**src/rtl/stack_engine.sv**
```systemverilog
// Parametrised operand stack: PUSH/POP/REPLACE/DUP/SWAP/DROP2/CLEAR with tos/nos views and sticky error flags.
// Optional STACK_ENGINE_PEEK_EN adds a combinational random-access peek port (peek_idx/peek_data/peek_valid).
module stack_engine #(
  parameter int WIDTH = 8,
  parameter int DEPTH = 16,
  localparam int PTR_W = $clog2(DEPTH)
) (
  input  logic             clk,
  input  logic             reset,
  input  logic             op_valid,
  input  logic [2:0]       op,
  input  logic [WIDTH-1:0] din,
  input  logic             err_clr,
`ifdef STACK_ENGINE_PEEK_EN
  input  logic [PTR_W-1:0] peek_idx,
  output logic [WIDTH-1:0] peek_data,
  output logic             peek_valid,
`endif
  output logic [WIDTH-1:0] tos,
  output logic [WIDTH-1:0] nos,
  output logic [PTR_W:0]   count,
  output logic             empty,
  output logic             full,
  output logic             overflow,
  output logic             underflow
);

  typedef enum logic [2:0] {
    OP_NOP     = 3'b000,
    OP_PUSH    = 3'b001,
    OP_POP     = 3'b010,
    OP_REPLACE = 3'b011,
    OP_DUP     = 3'b100,
    OP_SWAP    = 3'b101,
    OP_DROP2   = 3'b110,
    OP_CLEAR   = 3'b111
  } op_e;

  localparam logic [PTR_W:0] CNT_ONE  = (PTR_W+1)'(1);
  localparam logic [PTR_W:0] CNT_TWO  = (PTR_W+1)'(2);
  localparam logic [PTR_W:0] CNT_FULL = (PTR_W+1)'(DEPTH);

  logic [WIDTH-1:0] mem_q [DEPTH];
  logic [WIDTH-1:0] mem_d [DEPTH];
  logic [PTR_W:0]   count_q, count_d;
  logic             overflow_q, overflow_d;
  logic             underflow_q, underflow_d;

  logic [PTR_W:0]   cnt_m1, cnt_m2;
  logic [PTR_W-1:0] wr_idx, tos_idx, nos_idx;
  logic             has1, has2, is_full;
  logic             ovf_err, udf_err;

  assign cnt_m1  = count_q - CNT_ONE;
  assign cnt_m2  = count_q - CNT_TWO;
  assign wr_idx  = count_q[PTR_W-1:0];
  assign tos_idx = cnt_m1[PTR_W-1:0];
  assign nos_idx = cnt_m2[PTR_W-1:0];
  assign has1    = (count_q >= CNT_ONE);
  assign has2    = (count_q >= CNT_TWO);
  assign is_full = (count_q == CNT_FULL);

  assign tos       = has1 ? mem_q[tos_idx] : '0;
  assign nos       = has2 ? mem_q[nos_idx] : '0;
  assign count     = count_q;
  assign empty     = !has1;
  assign full      = is_full;
  assign overflow  = overflow_q;
  assign underflow = underflow_q;

  // Illegal ops raise a flag and leave both the array and count untouched.
  always_comb begin
    mem_d   = mem_q;
    count_d = count_q;
    ovf_err = 1'b0;
    udf_err = 1'b0;
    if (op_valid) begin
      case (op_e'(op))
        OP_PUSH: begin
          if (is_full) begin
            ovf_err = 1'b1;
          end else begin
            mem_d[wr_idx] = din;
            count_d       = count_q + CNT_ONE;
          end
        end
        OP_POP: begin
          if (!has1) udf_err = 1'b1;
          else       count_d = cnt_m1;
        end
        OP_REPLACE: begin
          if (!has2) begin
            udf_err = 1'b1;
          end else begin
            mem_d[nos_idx] = din;
            count_d        = cnt_m1;
          end
        end
        OP_DUP: begin
          if (!has1) begin
            udf_err = 1'b1;
          end else if (is_full) begin
            ovf_err = 1'b1;
          end else begin
            mem_d[wr_idx] = mem_q[tos_idx];
            count_d       = count_q + CNT_ONE;
          end
        end
        OP_SWAP: begin
          if (!has2) begin
            udf_err = 1'b1;
          end else begin
            mem_d[tos_idx] = mem_q[nos_idx];
            mem_d[nos_idx] = mem_q[tos_idx];
          end
        end
        OP_DROP2: begin
          if (!has2) udf_err = 1'b1;
          else       count_d = cnt_m2;
        end
        OP_CLEAR: count_d = '0;
        default:  ;
      endcase
    end
    // A fresh error in the same cycle as err_clr keeps its flag set.
    overflow_d  = ovf_err | (overflow_q  & ~err_clr);
    underflow_d = udf_err | (underflow_q & ~err_clr);
  end

  always_ff @(posedge clk or negedge reset) begin
    if (!reset) begin
      count_q     <= '0;
      overflow_q  <= 1'b0;
      underflow_q <= 1'b0;
    end else begin
      count_q     <= count_d;
      overflow_q  <= overflow_d;
      underflow_q <= underflow_d;
    end
  end

  // Storage is not reset; writes are suppressed while reset is held so an aborted op leaves no trace.
  always_ff @(posedge clk) begin
    if (reset) mem_q <= mem_d;
  end

`ifdef STACK_ENGINE_PEEK_EN
  logic [PTR_W:0] peek_pos;

  assign peek_pos   = cnt_m1 - {1'b0, peek_idx};
  assign peek_valid = ({1'b0, peek_idx} < count_q);
  assign peek_data  = peek_valid ? mem_q[peek_pos[PTR_W-1:0]] : '0;
`endif

endmodule

```
**config.mk**
```make
export PLATFORM = sky130hd
export DESIGN_NAME = stack_engine
export DESIGN_NICKNAME = d
export VERILOG_FILES = /design/src/rtl/stack_engine.sv
export SDC_FILE = /design/constraint.sdc
export NUM_CORES = 1
export LEC_CHECK = 0
export BUFFER_PORTS_ARGS = -buffer_cell sky130_fd_sc_hd__buf_2
export CAP_MARGIN = 20
export CORE_MARGIN = 2
export CORE_UTILIZATION = 35
export DETAILED_ROUTE_END_ITERATION = 10
export SLEW_MARGIN = 15
export SYNTH_ARGS = -nofsm -noshare
export SYNTH_HDL_FRONTEND = slang
export SYNTH_SLANG_ARGS = --single-unit
```
**constraint.sdc**
```tcl
create_clock -name clk -period 4.82 [get_ports clk]
set_input_delay 0.482 -clock clk [delete_from_list [all_inputs] [get_ports clk]]
set_output_delay 0.482 -clock clk [all_outputs]
set_load 0.05 [all_outputs]
```
==> flow_summary.json <==
{
  "drtIter0Drc": 2531,
  "min-delay-start": "err_clr",
  "num_vias": 12600,
  "netlist-cell-type-count": 62,
  "numClockSinks": 135,
  "cap_viol_max_count": 0,
  "gp_congestion": 1.11,
  "grt_max_degree": 43,
  "crit_path_top_delay_cell": "a211oi_1",
  "fin_crit_sh_pct": 84.9,
  "synth_fp_nets": 1231,
  "synth_compound_gate_area_share_pct": 30.3,
  "crit_type": "flip-flop to output pin",
  "synth_area_leaders": "edfxtp_1 32%, mux4_2 12%, a211o_1 9.3%",
  "ys_warn_count": 0,
  "drt-total-wl_um": 54900,
  "hold_depth": 2,
  "r2r-start": "count[1]",
  "critical_path.max_fanout": 13,
  "synth_common_cells": "150 x nor2_1, 133 x o21ai_0, 128 x a211o_1, 128 x edfxtp_1, 128 x o221ai_1",
  "muxShareOfSynthArea_pct": 15.0,
  "cp.required_ns": 4.34,
  "path_cells": "inv_1 -> ha_1 -> a21boi_4 -> xnor2_4 -> buf_4 -> mux2i_4 -> and2_1 -> a211oi_1 -> buf_2",
  "critPathLaunchType": "flip-flop",
  "cts_tree": "built",
  "yosys.area_share.adder_pct": 0.832,
  "hold_slack_ns": 0.243,
  "grt_overflow": 0,
  "hpwl_um": 37600,
  "fin_skew_ns": 0.0127,
  "antenna_found_initial": 1,
  "die_width_um": 189,
  "ant_nets": 0,
  "synth_top_area_share_pct": 32.0,
  "crit_start": "count[1]",
  "yosysMostFrequentCell": "nor2_1",
  "synth_flop_cell": "edfxtp_1",
  "ios": 40,
  "rsz0062_at_grt": "false",
  "syn_area_um2": 12000,
  "max_slew_margin_pct": 26.7,
  "rr_worst_depth": 9,
  "slew_violations": 0,
  "hold_class": "input port to flip-flop",
  "setup_ws_ns": 0.726,
  "fillers": 3306,
  "cts_buffer_depth": 2,
  "start_util_pct": 35.7,
  "synth-edff-count": 128,
  "critPathCaptureType": "output pin",
  "seqCellArea_um2": 4020,
  "synth_seq_area_share_pct": 33.4,
  "areaGrowthSynthToFinish_pct": 11.5,
  "synth-xor-area-share_pct": 0.666,
  "num-nets-final": 1244,
  "clock_latency_ns": 0.45,
  "status": "complete, no violations",
  "grt_pass1_vias": 11500,
  "port_buffers": 39,
  "h-tree-depth": 4,
  "multi_input_area_um2": 7430,
  "wire_per_inst_um": 32.6,
  "path_depth": 9,
  "grt_pass1_wl_um": 78700,
  "max_freq_ghz": 0.244,
  "vias_per_cell": 7.46,
  "synth-seq-cells": 135,
  "cts.root.buffer_cell": "clkbuf_16",
  "synth_top_family_by_area": "compound AO/OA/AOI/OAI gates",
  "dieArea_um2": 35900,
  "critical_path_arrival_ns": 3.61,
  "track_usage_pct": 30.1,
  "final.setup.tns_ns": 0,
  "period_needed_ns": 4.09,
  "async_flop_share_pct": 5.19,
  "place_ws_ns": 1.14,
  "placementRows": 67,
  "drive_gt1_share_pct": 19.9,
  "fp.coreArea_um2": 33700,
  "yosys.area_share.simple_pct": 14.8,
  "die_height_um": 189,
  "avgSynthCellArea_um2": 9.96,
  "path_clk_slew_ns": 0.07,
  "crit_buf_inv": 3,
  "first_pass_iters": 7,
  "cpPeakStageDelay_ns": 0.49,
  "syn_inst": 1208,
  "numCtsBuffers": 17,
  "synth_top_area_cell": "edfxtp_1",
  "setup_viol": 0,
  "final_hold_viol_count": 0,
  "worst_pin_slew_ns": 1.10,
  "crit_family": "buffers and inverters",
  "drc": 0,
  "post-route-util_pct": 39.8
}
cell type report:
class                           instances  area share [%]
Inverter                               10           0.280
Multi-Input combinational cell        944            55.4
Clock inverter                         14            1.17
Clock buffer                           18            3.20
Timing Repair Buffer                  113            5.71
Tap cell                              448            4.18
Antenna cell                            1          0.0187
Sequential cell                       135            30.0
metal layers:
| layer | GRT usage (%) | vias up | wire length, um |
|---|---|---|---|
| met5 | 0 | - | 0 |
| met3 | 11.1 | 291 | 8590 |
| met1 | 39.8 | 6002 | 20100 |
| li1 | - | 5076 | - |
| met4 | 17.7 | 0 | 3900 |
| met2 | 41.9 | 1188 | 22300 |
cell usage in the layout, fill, tap and decap left out, types with 10 or more instances in the layout:
master / count
a21oi_1: 17
clkbuf_16: 17
nand3_1: 57
o21ai_0: 133
and2_1: 12
nor3_1: 33
nand4_1: 17
o221ai_1: 128
a211o_1: 128
buf_4: 72
mux2i_4: 14
o32ai_1: 17
nand3b_1: 10
mux4_2: 63
nor2_1: 149
edfxtp_1: 128
nand2_1: 51
buf_2: 39
logic make-up (layout without fill, tap and decap cells):
| kind of cell | Yosys count | after routing |
|---|---|---|
| compound gates | 479 | 479 |
| xor+xnor | 7 | 7 |
| fa+ha+maj | 8 | 8 |
| buf+inv | 129 | 155 |
| flops | 135 | 135 |
| mux | 81 | 81 |
| other cells | 0 | 1 |
| simple gates | 369 | 369 |
through the flow:
step                      instance area, um2  instances
after floorplan                        12000       1208
after global placement                 12800       1649
after detailed placement               12800       1649
after CTS                              13400       1682
after global routing                   13400       1682
final                                  13400       1683
repair_timing:
action                                 CTS  global route
hold buffers                             1             0
buffers inserted                         0             0
gates resized for setup                  0             0
endpoints found under the hold margin    7             0
path summary, 6_finish.rpt:
path                              to  slack [ns]
max                           tos[4]        0.73
min                        underflow        0.24
max reg2reg                flip-flop        0.98
min reg2reg                 overflow        0.53
max in group asynchronous   count[0]        4.19
min in group asynchronous   count[3]        0.41
Power is not shown: default switching activity piles up to over one toggle a cycle in this logic, so the estimate is an artifact.
